$ cat config.mk
export PLATFORM = sky130hd
export DESIGN_NAME = mem_arbiter
export DESIGN_NICKNAME = d
export VERILOG_FILES = /design/src/rtl/mem_arbiter.sv
export SDC_FILE = /design/constraint.sdc
export NUM_CORES = 1
export LEC_CHECK = 0
export CAP_MARGIN = 10
export CELL_PAD_IN_SITES_DETAIL_PLACEMENT = 1
export CELL_PAD_IN_SITES_GLOBAL_PLACEMENT = 1
export CORE_MARGIN = 2
export CORE_UTILIZATION = 23
export DETAILED_ROUTE_END_ITERATION = 8
export GPL_TIMING_DRIVEN = 0
export MAX_ROUTING_LAYER = met4
export PLACE_DENSITY = 0.85
export SETUP_SLACK_MARGIN = 0.05
export SYNTH_ARGS = -nofsm -noshare
export SYNTH_HDL_FRONTEND = slang
export SYNTH_SLANG_ARGS = --single-unit
export TNS_END_PERCENT = 20
$ cat constraint.sdc
create_clock -name clk -period 2.5 [get_ports clk]
set_input_delay 0.5 -clock clk [delete_from_list [all_inputs] [get_ports clk]]
set_output_delay 0.5 -clock clk [all_outputs]
set_load 0.05 [all_outputs]
$ cat src/rtl/mem_arbiter.sv
// mem_arbiter: shares the mem_ctrl packet buffer between NPORTS writers and NPORTS readers.
// One beat in flight at a time; packets stay atomic per class, round-robin within each class.
//
//   state   | meaning
//   IDLE    | choose next beat (write/read alternate when both eligible)
//   W_ISSUE | mc_write and wr_gnt pulse for the chosen input port
//   W_WAIT  | wait for mc_done, watchdog running
//   R_ISSUE | mc_read pulse for the chosen output port
//   R_WAIT  | wait for mc_pushout, watchdog running
module mem_arbiter #(
  parameter int NPORTS  = 4,
  parameter int PORT_W  = 5,
  parameter int DATA_W  = 64,
  parameter int TIMEOUT = 255
) (
  input  logic                     clk,
  input  logic                     reset,
  input  logic [NPORTS-1:0]        wr_req,
  input  logic [NPORTS-1:0]        wr_first,
  input  logic [NPORTS-1:0]        wr_last,
  input  logic [NPORTS*DATA_W-1:0] wr_data,
  input  logic [NPORTS*PORT_W-1:0] wr_dst,
  output logic [NPORTS-1:0]        wr_gnt,
  input  logic [NPORTS-1:0]        rd_req,
  output logic [NPORTS-1:0]        rd_valid,
  output logic                     rd_last,
  output logic [DATA_W-1:0]        rd_data,
  output logic                     mc_write,
  output logic                     mc_read,
  output logic                     mc_firstin,
  output logic                     mc_lastin,
  output logic [PORT_W-1:0]        mc_port_in,
  output logic [PORT_W-1:0]        mc_port_out,
  output logic [DATA_W-1:0]        mc_writedata,
  input  logic                     mc_done,
  input  logic                     mc_pushout,
  input  logic                     mc_lastout,
  input  logic [DATA_W-1:0]        mc_readdata,
  input  logic                     mc_memory_full,
  input  logic                     mc_write_stop,
  input  logic                     mc_read_stop,
  output logic                     arb_err
);

  localparam int IDX_W = (NPORTS > 1) ? $clog2(NPORTS) : 1;
  localparam logic CLS_WR = 1'b0;
  localparam logic CLS_RD = 1'b1;
  localparam logic [7:0] WD_LOAD = 8'(TIMEOUT);

  typedef enum logic [2:0] {IDLE, W_ISSUE, W_WAIT, R_ISSUE, R_WAIT} state_t;
  state_t state, next_state;

  logic [IDX_W-1:0] wr_ptr, rd_ptr, wr_lock_port, rd_lock_port, cur_port;
  logic             wr_lock_vld, rd_lock_vld, last_class, cur_last;
  logic [7:0]       wdog;
  logic             wdog_tc;

  logic             w_elig, r_elig;
  logic [IDX_W-1:0] w_sel, r_sel, w_cand, r_cand;
  logic             issue_w, issue_r, w_done, r_done, wd_abort;

  function automatic logic [IDX_W-1:0] next_port(input logic [IDX_W-1:0] p);
    return (p == IDX_W'(NPORTS-1)) ? '0 : p + IDX_W'(1);
  endfunction

  assign wdog_tc = (wdog == 8'd1);

  // Write candidate: the locked port continues its packet, otherwise round-robin over first beats.
  always_comb begin
    w_elig = 1'b0;
    w_sel  = wr_ptr;
    w_cand = wr_ptr;
    if (wr_lock_vld) begin
      w_sel  = wr_lock_port;
      w_elig = wr_req[wr_lock_port] && !mc_write_stop;
    end else if (!mc_memory_full && !mc_write_stop) begin
      for (int i = 0; i < NPORTS; i++) begin
        w_cand = IDX_W'((int'(wr_ptr) + i) % NPORTS);
        if (!w_elig && wr_req[w_cand] && wr_first[w_cand]) begin
          w_elig = 1'b1;
          w_sel  = w_cand;
        end
      end
    end
  end

  always_comb begin
    r_elig = 1'b0;
    r_sel  = rd_ptr;
    r_cand = rd_ptr;
    if (!mc_read_stop) begin
      if (rd_lock_vld) begin
        r_sel  = rd_lock_port;
        r_elig = rd_req[rd_lock_port];
      end else begin
        for (int i = 0; i < NPORTS; i++) begin
          r_cand = IDX_W'((int'(rd_ptr) + i) % NPORTS);
          if (!r_elig && rd_req[r_cand]) begin
            r_elig = 1'b1;
            r_sel  = r_cand;
          end
        end
      end
    end
  end

  always_ff @(posedge clk) begin
    if (!reset) state <= IDLE;
    else        state <= next_state;
  end

  always_comb begin
    next_state = state;
    issue_w    = 1'b0;
    issue_r    = 1'b0;
    w_done     = 1'b0;
    r_done     = 1'b0;
    wd_abort   = 1'b0;
    case (state)
      IDLE: begin
        if (w_elig && (!r_elig || last_class == CLS_RD)) begin
          issue_w    = 1'b1;
          next_state = W_ISSUE;
        end else if (r_elig) begin
          issue_r    = 1'b1;
          next_state = R_ISSUE;
        end
      end
      W_ISSUE: next_state = W_WAIT;
      R_ISSUE: next_state = R_WAIT;
      W_WAIT: begin
        if (mc_done) begin
          w_done     = 1'b1;
          next_state = IDLE;
        end else if (wdog_tc) begin
          wd_abort   = 1'b1;
          next_state = IDLE;
        end
      end
      R_WAIT: begin
        if (mc_pushout) begin
          r_done     = 1'b1;
          next_state = IDLE;
        end else if (wdog_tc) begin
          wd_abort   = 1'b1;
          next_state = IDLE;
        end
      end
      default: next_state = IDLE;
    endcase
  end

  always_ff @(posedge clk) begin
    if (!reset) begin
      wr_gnt       <= '0;
      rd_valid     <= '0;
      rd_last      <= 1'b0;
      rd_data      <= '0;
      mc_write     <= 1'b0;
      mc_read      <= 1'b0;
      mc_firstin   <= 1'b0;
      mc_lastin    <= 1'b0;
      mc_port_in   <= '0;
      mc_port_out  <= '0;
      mc_writedata <= '0;
      arb_err      <= 1'b0;
      wr_ptr       <= '0;
      rd_ptr       <= '0;
      wr_lock_vld  <= 1'b0;
      wr_lock_port <= '0;
      rd_lock_vld  <= 1'b0;
      rd_lock_port <= '0;
      cur_port     <= '0;
      cur_last     <= 1'b0;
      last_class   <= CLS_RD;
      wdog         <= '0;
    end else begin
      wr_gnt   <= '0;
      rd_valid <= '0;
      rd_last  <= 1'b0;
      mc_write <= 1'b0;
      mc_read  <= 1'b0;
      arb_err  <= 1'b0;

      if (issue_w) begin
        mc_write      <= 1'b1;
        wr_gnt[w_sel] <= 1'b1;
        mc_firstin    <= wr_first[w_sel];
        mc_lastin     <= wr_last[w_sel];
        mc_port_in    <= PORT_W'(w_sel);
        mc_port_out   <= wr_dst[w_sel*PORT_W +: PORT_W];
        mc_writedata  <= wr_data[w_sel*DATA_W +: DATA_W];
        cur_port      <= w_sel;
        cur_last      <= wr_last[w_sel];
        last_class    <= CLS_WR;
        wdog          <= WD_LOAD;
        if (wr_first[w_sel]) begin
          wr_lock_vld  <= 1'b1;
          wr_lock_port <= w_sel;
        end
      end else if (issue_r) begin
        mc_read      <= 1'b1;
        mc_port_out  <= PORT_W'(r_sel);
        cur_port     <= r_sel;
        rd_lock_vld  <= 1'b1;
        rd_lock_port <= r_sel;
        last_class   <= CLS_RD;
        wdog         <= WD_LOAD;
      end else if (w_done) begin
        wdog <= '0;
        if (cur_last) begin
          wr_lock_vld <= 1'b0;
          wr_ptr      <= next_port(cur_port);
        end
      end else if (r_done) begin
        wdog                   <= '0;
        rd_valid[rd_lock_port] <= 1'b1;
        rd_last                <= mc_lastout;
        rd_data                <= mc_readdata;
        if (mc_lastout) begin
          rd_lock_vld <= 1'b0;
          rd_ptr      <= next_port(rd_lock_port);
        end
      end else if (wd_abort) begin
        // Hung beat: drop the waiting class's packet so other ports are not starved.
        arb_err <= 1'b1;
        wdog    <= '0;
        if (state == W_WAIT) begin
          wr_lock_vld <= 1'b0;
          wr_ptr      <= next_port(cur_port);
        end else begin
          rd_lock_vld <= 1'b0;
          rd_ptr      <= next_port(cur_port);
        end
      end else if (state == W_WAIT || state == R_WAIT) begin
        wdog <= wdog - 8'd1;
      end
    end
  end

endmodule

== After elaboration in Yosys (flattened, before gate mapping) ==
Index checks and enable logic that the tools add are counted.

* Register bits: 173
* Input port bits: 364
* Output and inout port bits: 152
* Logic and storage cells: 246

* Add/subtract/negate cells: 9
* Multipliers: 1
* $lt $le $gt $ge: 13
* Equality and inequality tests: 19
* Shift-type cells: 2
* Multiplexer cells: 129
* Bitwise logic cells: 5
* Reduce and logical (&&, ||, !) cells: 46

{| class="wikitable"
|+ Operators with widths
! operator !! number
|-
| $shiftx 256x9->64 || 1
|-
| $mux 1 || 73
|-
| $mux 8 || 6
|-
| $mux 2 || 23
|-
| $lt 2x3->1 const B || 11
|-
| $bmux 1 s2 || 16
|-
| $shiftx 20x6->5 || 1
|-
| $reduce_and 6->1 || 3
|-
| $logic_and 1x1->1 || 15
|-
| $mux 3 || 5
|-
| $ne 3x3->1 const B || 5
|-
| $pmux 3 s5 || 1
|-
| $ne 2x2->1 const B || 6
|-
| $mux 5 || 2
|-
| $reduce_or 5->1 || 2
|-
| $logic_not 1->1 || 9
|-
| $reduce_bool 3->1 || 3
|-
| $add 2x1->2 const B || 4
|-
| $add 2x2->2 const B || 4
|-
| $eq 8x1->1 const B || 1
|-
| $reduce_bool 2->1 || 4
|-
| $sub 8x1->8 const B || 1
|-
| $eq 3x2->1 const B || 2
|-
| $reduce_and 2->1 || 3
|-
| other kinds (15) || 23
|}

== Longest topological paths before layout ==
* Depth in word-level cells: 29
* Mapped depth: 10
* Depth with buffers taken out: 8

== Worst setup path before layout ==
Ideal clock, no wire load.

* Path kind: input port to flip-flop
* Start point: input port wr_req[3]
* End point: register mc_port_out[2]
* Setup time: 0.117 ns
* Arrival: 2.241 ns
* Required time: 2.383 ns
* Path slack: 0.142 ns
* Stages: 9
* Path buffers: 2
* Cells stage by stage: and2_1 -> a221oi_2 -> a31oi_1 -> o311a_1 -> nor3_4 -> buf_4 -> buf_4 -> nand3_1 -> a32o_1

* Longest elaborated chain between the ends: 28
* Elaborated cells on any way between the ends: 47
* Those cells by class: mul (1); shift (1); mux (32); reduce/logical (13)

{| class="wikitable"
|+ RTL lines
! item !! line !! source
|-
| start: declaration || 18 || <nowiki>input logic [NPORTS-1:0] wr_req,</nowiki>
|-
| branches (longest 28 deep; another with $bmux 1 s2) || n/a ||
|-
| end signal: assignment || 191 || <nowiki>mc_port_out <= wr_dst[w_sel*PORT_W +: PORT_W];</nowiki>
|-
| end signal: assignment || 203 || <nowiki>mc_port_out <= PORT_W'(r_sel);</nowiki>
|-
| end: declaration || 33 || <nowiki>output logic [PORT_W-1:0] mc_port_out,</nowiki>
|}

Parallel ways; which one is timed is not known. The select of a mux whose other input is x is not followed.
A chain may end at the register's enable or synchronous reset.

== Worst setup path in the final report ==
* Start point: input port wr_req[1]
* End point: register mc_writedata[15]

* Longest elaborated chain between the ends: 27
* Elaborated cells on any way between the ends: 42
* Those cells by class: shift (1); mux (29); reduce/logical (12)

{| class="wikitable"
|+ RTL lines
! item !! line !! source
|-
| branches (longest 27 deep; another with $bmux 1 s2) || n/a ||
|-
| end signal: assignment || 192 || <nowiki>mc_writedata <= wr_data[w_sel*DATA_W +: DATA_W];</nowiki>
|-
| end: declaration || 34 || <nowiki>output logic [DATA_W-1:0] mc_writedata,</nowiki>
|}

Parallel ways; which one is timed is not known. The select of a mux whose other input is x is not followed.

==> flow_summary.ini <==
[synthesis]
ys_top_cells_by_area = dfxtp_1, nand2_1, a32o_1, nand3b_1, a21oi_1
yosys.area.top_type_share_pct = 39.9
ys_seq_elements = 173
syn_area_sq_um = 8680
synth-seq-area-share_pct = 39.9
synth_edf_count = 0
postSynthAreaPerCell_sq_um = 7.34
synth-main-ff-cell = dfxtp_1
synth_area_leader_cell = dfxtp_1
yosysMostFrequentCell = nand2_1
synthDistinctLibCells = 55
async_flop_share_pct = 0
ys_warn_count = 0
synthTopCellsByCount = nand2_1, dfxtp_1, a21oi_1, nand3_1, nand3b_1
netlist_instances = 1183

[placement]
hpwl_um = 36700
place_congestion = 0.930
dpl.cell_count = 2209
port_buffers = 512
pre_cts_slack_ns = -1.77

[global_route]
grt_usage_pct = 23.8
antenna_found_initial = 11
grt_max_degree = 18
grt_pass1_wl_um = 68000
grt_overflow = 0
grt_pass1_vias = 11500

[setup_path]
crit_path_end_kind = register
cp_data_arrival_time_ns = 2.82
critPathLaunchType = primary input
critical_path_class = in2reg
critical_path.top_delay_family = buffers and inverters
r2r_slack_ns = 0.06
crit_buf_inv = 5
r2r-start = wr_ptr[1]
crit_slowest_cell = or3_4
cp-startpoint = wr_req[1]
path_max_fanout = 7
r2r_cells = 12
path_cells = dlygate4sd2_1 > and2_4 > or3_4 > a31oi_4 > o311a_1 > nor3_4 > buf_6 > buf_12 > buf_16 > clkbuf_16 > nand3b_1 > a32o_1
worstReg2RegEnd = mc_writedata[15]
cpPeakStageDelay_ns = 0.38
worstPathRequired_ns = 2.84

[worst_hold_path]
holdCritPathClass = reg2reg
whs_path_depth = 2
hold_start = rd_data[34]
hold-path-endpoint = rd_data[34]

[detailed_routing]
drt_wl_total_um = 47500
initialDrtViolationCount = 331
vias_per_cell = 4.85
wl_per_cell_um = 20.9
vias = 11000
ant_nets = 0
drc = 0
dr.pass1.iters = 5

[clock_network]
clock-root-buffer = clkbuf_16
hold_buffers = 0
cts_tree = built
numClockSinks = 173
htreeDepth = 4
cts.path.max_buffers = 2
clk_latency_ns = 0.45
cts_buffers = 17
path_clk_slew_ns = 0.07

[timing]
grt_setup_unrepaired = yes
max_slew_margin_pct = 47.0
hold_viol = 0
min_period_ns = 2.48
timing.fmax_ghz = 0.404
worst_pin_slew_ns = 0.790
fin_ws_ns = 0.0223
skew_ns = 0.0137
min_period_over_period_pct = 99.1
setup_violations = 0
slew_violations = 0

[layout]
multi_input_area_sq_um = 5030
final_nets = 2103
fillers = 4501
seq_area_sq_um = 3470
area_delta_synth_final_pct = 82.6
fin_cells = 2268
final_layout_size_suffix_gt1_share_pct = 9.57

[die]
die_w_um = 198
core_sq_um = 37400
die_h_um = 198
start_util_pct = 23.2
die-area_sq_um = 39300
ioPinCount = 516
row_count = 71

[power]
p_leak_nw = 5.98
total_power_w = 0.00800
vdd_drop_max_v = 0.000483
power.density_nw_per_um2 = 505

[run_status]
status = finished clean

[flow_run]
drv_cap = 0
-- tightest hold or removal path, stage by stage (launching register included) --
cell and delay [ns]:
dfxtp_1 0.31, nand2_1 0.05, a21oi_1 0.05
-- placed cells by master (no fill, tap or decap), types with 21 or more instances in the layout --
cell	count
clkdlybuf4s50_1	498
nand2_1	435
dfxtp_1	169
a21oi_1	79
nand3b_1	71
a32o_1	68
nand3_1	61
nor2_1	47
clkbuf_1	33
clkbuf_2	21
clkbuf_16	21
-- sequential cells by signal, summed over array words and instances (netlist names), 3 cells and up --
name and flops:
wr_gnt 4, rd_valid 4, state 3, rd_data 64, mc_writedata 64, wdog 8, mc_port_out 5
-- per-stage QoR --
step	setup TNS [ns]	hold slack, ns	utilization, %	area [sq um]
finish	0	0.455	42.4	15800
detailed placement	-140.20	0.448	38.7	14500
global route	-0.0894	0.479	42.4	15800
floorplan	0	0.458	-	8690
CTS	0	0.458	41.4	15500
global placement	-134.83	0.433	38.6	14500
-- cell type report --
cell class / instances / share of cell area [%]
plain buffers: 95 / 4.51
inverters: 12 / 0.284
multi-input cells: 905 / 31.8
well taps: 511 / 4.03
clock buffers: 18 / 2.71
flip-flops and latches: 173 / 21.9
diodes: 12 / 0.189
repair buffers: 528 / 33.8
clock inverters: 14 / 0.797
-- per-layer routing --
layer  global-route usage [%]  wire length [um]  vias to the layer above
met2                     41.7             23900                      444
met1                     25.7             18700                     5296
met5                        -                 0                        -
met4                     9.16              1430                        0
met3                     6.23              3420                       72
li1                         -                 -                     5185
-- worst max-delay path by stage --
stage	end	slack [ns]	depth (start not counted)
6_report	mc_writedata[15]	0.02	12
2_1_floorplan	mc_port_out[2]	0.14	9
3_5_place_dp	cur_port[1]	-1.77	9
5_1_grt	rd_data[41]	-0.02	7
4_1_cts	mc_writedata[39]	0.03	8
3_3_place_gp	cur_port[1]	-1.71	9
-- logic make-up (layout without fill, tap and decap cells) --
| kind of cell | Yosys count | count (layout) | share of synthesized area [%] |
|---|---|---|---|
| adder cells (fa/ha/maj) | 7 | 7 | 1.01 |
| multiplexers | 5 | 5 | 0.922 |
| XOR/XNOR | 6 | 6 | 0.605 |
| other | 1 | 15 | 0.0432 |
| flip-flops | 173 | 173 | 39.9 |
| AND/OR/NAND/NOR | 679 | 679 | 34.9 |
| buffers and inverters | 107 | 667 | 5.35 |
| AO/OA/AOI/OAI | 205 | 205 | 17.2 |
-- where the power goes --
| part | switching (W) | total (W) | internal (W) |
|---|---|---|---|
| clock network | 0.00133 | 0.00264 | 0.00131 |
| registers | 0.000111 | 0.00301 | 0.00290 |
| logic | 0.00122 | 0.00235 | 0.00113 |
-- timing repair --
item,in CTS,in global routing
gates resized for setup,130,83
buffers inserted,6,3
setup endpoints to repair,113,116
endpoints found under the hold margin,0,0
pin swaps,8,23
gates cloned,2,4
Note: power is estimated with default switching activity, not from simulation.
